--- config.mk ---
export PLATFORM = sky130hd
export DESIGN_NAME = fetch_unit_flat
export DESIGN_NICKNAME = d
export VERILOG_FILES = /design/src/rtl/arm_pkg.sv /design/src/rtl/fetch_unit_if.sv /design/src/rtl/fetch_unit_pc_next_mux.sv /design/src/rtl/fetch_unit.sv /design/src/flat_wrapper.sv
export SDC_FILE = /design/constraint.sdc
export NUM_CORES = 1
export LEC_CHECK = 0
export ABC_AREA = 1
export CORE_MARGIN = 2
export CORE_UTILIZATION = 41
export CTS_CLUSTER_DIAMETER = 200
export DETAILED_ROUTE_END_ITERATION = 6
export GPL_TIMING_DRIVEN = 0
export PLACE_DENSITY = 0.88
export SLEW_MARGIN = 20
export SYNTH_ARGS = -nofsm -noshare
export SYNTH_HDL_FRONTEND = slang
export SYNTH_SLANG_ARGS = --single-unit
--- constraint.sdc ---
create_clock -name clk -period 4.16 [get_ports clk]
set_input_delay 0.624 -clock clk [delete_from_list [all_inputs] [get_ports clk]]
set_output_delay 0.624 -clock clk [all_outputs]
set_load 0.1 [all_outputs]
--- src/rtl/arm_pkg.sv ---
`default_nettype none
// ---------------------------------------------------------------------------
// arm_pkg : types and constants shared by the fetch stage and reg_file. rev 1.0
// ---------------------------------------------------------------------------
package arm_pkg;

  typedef logic [31:0] word_t;

  typedef enum logic [1:0] {
    BOOT = 2'd0,
    REQ  = 2'd1,
    WAIT = 2'd2,
    HOLD = 2'd3
  } fetch_state_t;

  localparam word_t NOP_INSTR = 32'hE1A0_0000;
  localparam word_t PC_STEP   = 32'd4;

endpackage
`default_nettype wire

--- src/rtl/fetch_unit_if.sv ---
`default_nettype none
// ---------------------------------------------------------------------------
// fetch_unit_if : imem request/response and decode hand-off bundle. rev 1.0
// ---------------------------------------------------------------------------
interface fetch_unit_if;
  import arm_pkg::*;

  logic  imem_req;
  word_t imem_addr;
  logic  imem_ready;
  logic  imem_rvalid;
  word_t imem_rdata;
  word_t instr;
  logic  instr_valid;
  logic  instr_ack;

  modport master (
    output imem_req, imem_addr, instr, instr_valid,
    input  imem_ready, imem_rvalid, imem_rdata, instr_ack
  );

  modport slave (
    input  imem_req, imem_addr, instr, instr_valid,
    output imem_ready, imem_rvalid, imem_rdata, instr_ack
  );

endinterface
`default_nettype wire

--- src/rtl/fetch_unit_pc_next_mux.sv ---
`default_nettype none
// ---------------------------------------------------------------------------
// pc_next_mux : priority select of the next R15 value. rev 1.0
// ---------------------------------------------------------------------------
module pc_next_mux #(
  parameter arm_pkg::word_t RESET_VECTOR = 32'h0000_0000,
  parameter arm_pkg::word_t PC_STEP      = arm_pkg::PC_STEP
) (
  input  logic           in_boot,
  input  logic           branch,
  input  logic           accept,
  input  arm_pkg::word_t branch_target,
  input  arm_pkg::word_t pc_cur,
  output arm_pkg::word_t pc_next
);
  import arm_pkg::*;

  always_comb begin
    pc_next = pc_cur;
    if (in_boot)
      pc_next = RESET_VECTOR;
    else if (branch)
      pc_next = {branch_target[31:2], 2'b00};
    else if (accept)
      pc_next = pc_cur + PC_STEP;
  end

endmodule
`default_nettype wire

--- src/rtl/fetch_unit.sv ---
`default_nettype none
// ---------------------------------------------------------------------------
// fetch_unit : instruction fetch FSM with one-entry decode buffer. rev 1.0
// ---------------------------------------------------------------------------
module fetch_unit #(
  parameter arm_pkg::word_t RESET_VECTOR = 32'h0000_0000,
  parameter arm_pkg::word_t PC_STEP      = arm_pkg::PC_STEP,
  parameter arm_pkg::word_t NOP_INSTR    = arm_pkg::NOP_INSTR
) (
  input  logic           clk,
  input  logic           rst_n,
  input  arm_pkg::word_t PC_out,
  output arm_pkg::word_t PC_next,
  input  logic           branch_taken,
  input  arm_pkg::word_t branch_target,
  input  logic           stall,
  fetch_unit_if.master   bus
);
  import arm_pkg::*;

  fetch_state_t state;
  logic         discard;
  word_t        instr_q;
  logic         instr_valid_q;

  logic in_boot;
  logic branch;
  logic req;
  logic accept;

  // Branches are meaningless until the reset vector has been loaded.
  assign in_boot = (state == BOOT);
  assign branch  = branch_taken && !in_boot;
  assign req     = (state == REQ) && !stall && !branch_taken;
  assign accept  = req && bus.imem_ready;

  assign bus.imem_req    = req;
  assign bus.imem_addr   = {PC_out[31:2], 2'b00};
  assign bus.instr       = instr_q;
  assign bus.instr_valid = instr_valid_q;

  pc_next_mux #(
    .RESET_VECTOR (RESET_VECTOR),
    .PC_STEP      (PC_STEP)
  ) u_pc_next_mux (
    .in_boot       (in_boot),
    .branch        (branch),
    .accept        (accept),
    .branch_target (branch_target),
    .pc_cur        (PC_out),
    .pc_next       (PC_next)
  );

  always_ff @(posedge clk or negedge rst_n) begin
    if (!rst_n) begin
      state         <= BOOT;
      discard       <= 1'b0;
      instr_q       <= NOP_INSTR;
      instr_valid_q <= 1'b0;
    end else begin
      case (state)
        BOOT: state <= REQ;
        REQ: begin
          if (accept)
            state <= WAIT;
        end
        WAIT: begin
          // A response racing a branch belongs to the old path and is dropped.
          if (bus.imem_rvalid) begin
            if (discard || branch) begin
              discard <= 1'b0;
              state   <= REQ;
            end else begin
              instr_q       <= bus.imem_rdata;
              instr_valid_q <= 1'b1;
              state         <= HOLD;
            end
          end else if (branch) begin
            discard <= 1'b1;
          end
        end
        HOLD: begin
          if (branch) begin
            instr_q       <= NOP_INSTR;
            instr_valid_q <= 1'b0;
            state         <= REQ;
          end else if (bus.instr_ack && !stall) begin
            instr_valid_q <= 1'b0;
            state         <= REQ;
          end
        end
        default: state <= BOOT;
      endcase
    end
  end

endmodule
`default_nettype wire
--- src/flat_wrapper.sv ---
// flat-port wrapper written by rule: the top's interface ports become plain ports
module fetch_unit_flat import arm_pkg::*;
#(
  parameter arm_pkg::word_t RESET_VECTOR = 32'h0000_0000,
  parameter arm_pkg::word_t PC_STEP      = arm_pkg::PC_STEP,
  parameter arm_pkg::word_t NOP_INSTR    = arm_pkg::NOP_INSTR
)
  (clk, rst_n, PC_out, PC_next, branch_taken, branch_target, stall, bus_imem_req, bus_imem_addr, bus_instr, bus_instr_valid, bus_imem_ready, bus_imem_rvalid, bus_imem_rdata, bus_instr_ack);
  fetch_unit_if bus_i ();
  input  logic clk;
  input  logic rst_n;
  input  arm_pkg::word_t PC_out;
  output arm_pkg::word_t PC_next;
  input  logic branch_taken;
  input  arm_pkg::word_t branch_target;
  input  logic stall;
  output wire logic [$bits(bus_i.imem_req)-1:0] bus_imem_req;
  output wire logic [$bits(bus_i.imem_addr)-1:0] bus_imem_addr;
  output wire logic [$bits(bus_i.instr)-1:0] bus_instr;
  output wire logic [$bits(bus_i.instr_valid)-1:0] bus_instr_valid;
  input wire logic [$bits(bus_i.imem_ready)-1:0] bus_imem_ready;
  input wire logic [$bits(bus_i.imem_rvalid)-1:0] bus_imem_rvalid;
  input wire logic [$bits(bus_i.imem_rdata)-1:0] bus_imem_rdata;
  input wire logic [$bits(bus_i.instr_ack)-1:0] bus_instr_ack;
  assign bus_imem_req = bus_i.imem_req;
  assign bus_imem_addr = bus_i.imem_addr;
  assign bus_instr = bus_i.instr;
  assign bus_instr_valid = bus_i.instr_valid;
  assign bus_i.imem_ready = bus_imem_ready;
  assign bus_i.imem_rvalid = bus_imem_rvalid;
  assign bus_i.imem_rdata = bus_imem_rdata;
  assign bus_i.instr_ack = bus_instr_ack;
  fetch_unit #(.RESET_VECTOR(RESET_VECTOR), .PC_STEP(PC_STEP), .NOP_INSTR(NOP_INSTR)) u_core (.clk(clk), .rst_n(rst_n), .PC_out(PC_out), .PC_next(PC_next), .branch_taken(branch_taken), .branch_target(branch_target), .stall(stall), .bus(bus_i));
endmodule
==> summary.txt <==
Worst setup path
  • Worst path required time: 3540 ps
  • Crit Path Class: in2out
  • Crit path DAT: 3360 ps
  • Setup crit start kind: primary input
  • Crit path launch: PC_out[2]
  • CP Capture Type: output port
  • CP Max Fanout: 6
  • RR Startpoint: u_core.state[0]

Routing
  • Post-DRT Antenna Nets: 0
  • WL final: 11.6 mm
  • Drt first pass iters: 5
  • Routed length per placed instance: 13.9 um
  • Vias: 4093
  • Via density: 4.93
  • 1st-iter DRT viols: 140
  • DRC errors left: 0

Placed design
  • GP Congestion: 0.913
  • Placed cell area: 5340 sq um
  • Placed Instances: 822
  • Post-DP HPWL: 9.38 mm
  • Port Buf Inserts: 196

Synth
  • Fraction of registers with async set/reset: 1.00
  • Cell area after synthesis: 3230 sq um
  • Main synth FF type: dfrtp_1
  • Synth cell types: 36
  • Avg Inst Size Synth: 6.19 sq um
  • Seq/Total Area, Yosys: 0.281
  • Yosys reg bits: 36
  • Post-synth EDFFs: 0
  • Ys Warns: 0
  • Gate count of the mapped netlist: 522

Clock tree
  • Longest Clk Path Bufs: 2
  • Clock root buffer: clkbuf_8
  • Number of buffers created by CTS: 5
  • Clock Latency Late Sink: 280 ps
  • Reg clk slew, reported paths: 70 ps
  • H-Tree Depth: 2
  • CTS tree: done
  • Num Clock Sinks: 36
  • Setup Buffers After CTS: 0
  • Hold_buf cts: 0

Power and ir drop
  • Peak supply drop: 827 uV
  • Pleak: 0.00285 uW
  • Pwr/cell area: 824 nW/um^2

Die
  • Site row count: 32
  • Initial Util: 0.420
  • Die Y: 92.8 um
  • Die ar.: 8610 sq um
  • Core area: 7690 sq um
  • Ports: 201
  • Die W: 92.8 um

Layout
  • ANT cells: 0
  • Final Util: 0.708
  • Most common cell after layout, fill and taps aside: nand2_1
  • Area Overhead vs Synth: 68.4%
  • Design Area, Final: 5440 sq um
  • Total Nets Final: 835
  • Non-Filler Instances: 830
  • Share of cells above drive strength 1: 0.109
  • Filler Cells Inserted: 649
  • Most frequent cells in the layout: nand2_1 (198), clkdlybuf4s50_1 (175), inv_1 (64)

Timing
  • Setup Skew: 4.75 ps
  • Setup total negative slack: 0 ps
  • Final hold violations: 0
  • F_max: 0.251 GHz
  • Fin crit period: 3980 ps
  • Slew @ Worst Pin: 1020 ps
  • Final Max Tran Viols: 0
  • RSZ-0062 raised after global routing: false
  • Fin Hold WS: 158 ps
  • Fin crit share: 0.957
  • # setup viols final: 0
  • Slew HR: 0.317

Status
  • Status: complete, no violations

Min path
  • Hold Crit Class: in2async

GRT
  • First-pass GRT wire length: 18.2 mm
  • GRT Total Usage: 0.262
  • Initial antenna violation count: 0
  • GR Overflow Total: 0
  • Largest net degree at the start of global routing: 32
  • Vias in the first global route: 3883

Run
  • Maxcap violations: 0
[flip-flops by register name, indices dropped and copies added, names as in the netlist]
signal	flops
u_core.bus.instr	32
u_core.discard	1
u_core.state	2
u_core.bus.instr_valid	1
[cells in the mapped netlist, types with 6 or more instances]
library cell    n  area, sq um
a21oi_1         6         30.0
dfstp_2         6          158
nand3b_1        7         52.6
nand4_1        12         75.1
nand2_1       198          743
nor2_1         44          165
buf_4          33          248
o21ai_0        29          145
nand3_1        35          175
inv_1          64          240
dfrtp_1        30          751
[through the flow]
stage / setup slack (ps) / power, uW
4_1_cts: 54.0 / 4510
2_1_floorplan: 299 / 3370
6_report: 181 / 4480
3_5_place_dp: -215 / 4250
3_3_place_gp: -203 / 4190
5_1_grt: 26.3 / 4670
[what timing repair did]
item	CTS	global route
gates resized for setup	7	24
endpoints found under the hold margin	0	0
setup endpoints to repair	7	19
[cell families after synthesis]
family,Yosys count,synth area share
other,1,0.00116
adders and majority gates,5,0.0194
AOI/OAI and AO/OA,48,0.0852
buffers and inverters,116,0.182
xor gates and xnor gates,2,0.00542
DFF,36,0.281
and+or+nand+nor,314,0.425
[final timing paths]
path	endpoint	slack (ps)	cells after the start
min in group clk	u_core.bus.instr[1]	470	2
worst min-delay path	u_core.bus.instr[6]	160	1
worst max-delay path	PC_next[18]	180	13
max in group asynchronous	u_core.bus.instr[23]	3530	2
worst min register to register	u_core.bus.instr[1]	470	2
worst max register to register	u_core.bus.instr[13]	2230	9
[layout make-up]
| cell class | count | area (sq um) | area share |
|---|---|---|---|
| repair buffers | 197 | 1980 | 0.365 |
| clock buffers | 7 | 86.3 | 0.0159 |
| well taps | 102 | 128 | 0.0235 |
| plain buffers | 47 | 328 | 0.0603 |
| flip-flops and latches | 36 | 908 | 0.167 |
| inverters | 69 | 262 | 0.0481 |
| clock inverters | 1 | 7.51 | 0.00138 |
| multi-input cells | 371 | 1740 | 0.319 |
[worst max-delay path, cell delays in order]
cell and delay [ps]:
clkdlybuf4s50_1 560, ha_1 220, nand2_1 120, inv_1 100, nand3_1 130, nor2_4 220
nand2_4 100, nor2_2 190, nand2_1 80, nand2_1 60, o21bai_1 60, inv_1 60
clkdlybuf4s15_1 820
[metal layers]
layer,GRT usage,share of wire,vias up
met1,0.282,0.37,1867
li1,-,-,2002
met5,0,0,-
met3,0.0643,0.096,25
met2,0.495,0.51,199
met4,0.0858,0.020,0
[power by group]
part / total, uW / internal (uW) / switching, uW / leakage [uW]
Clock: 262 / 135 / 127 / 0.0000445
Combinational: 3590 / 799 / 2790 / 0.00237
Sequential: 633 / 537 / 96.3 / 0.000439
Note: power is estimated with default switching activity, not from simulation.
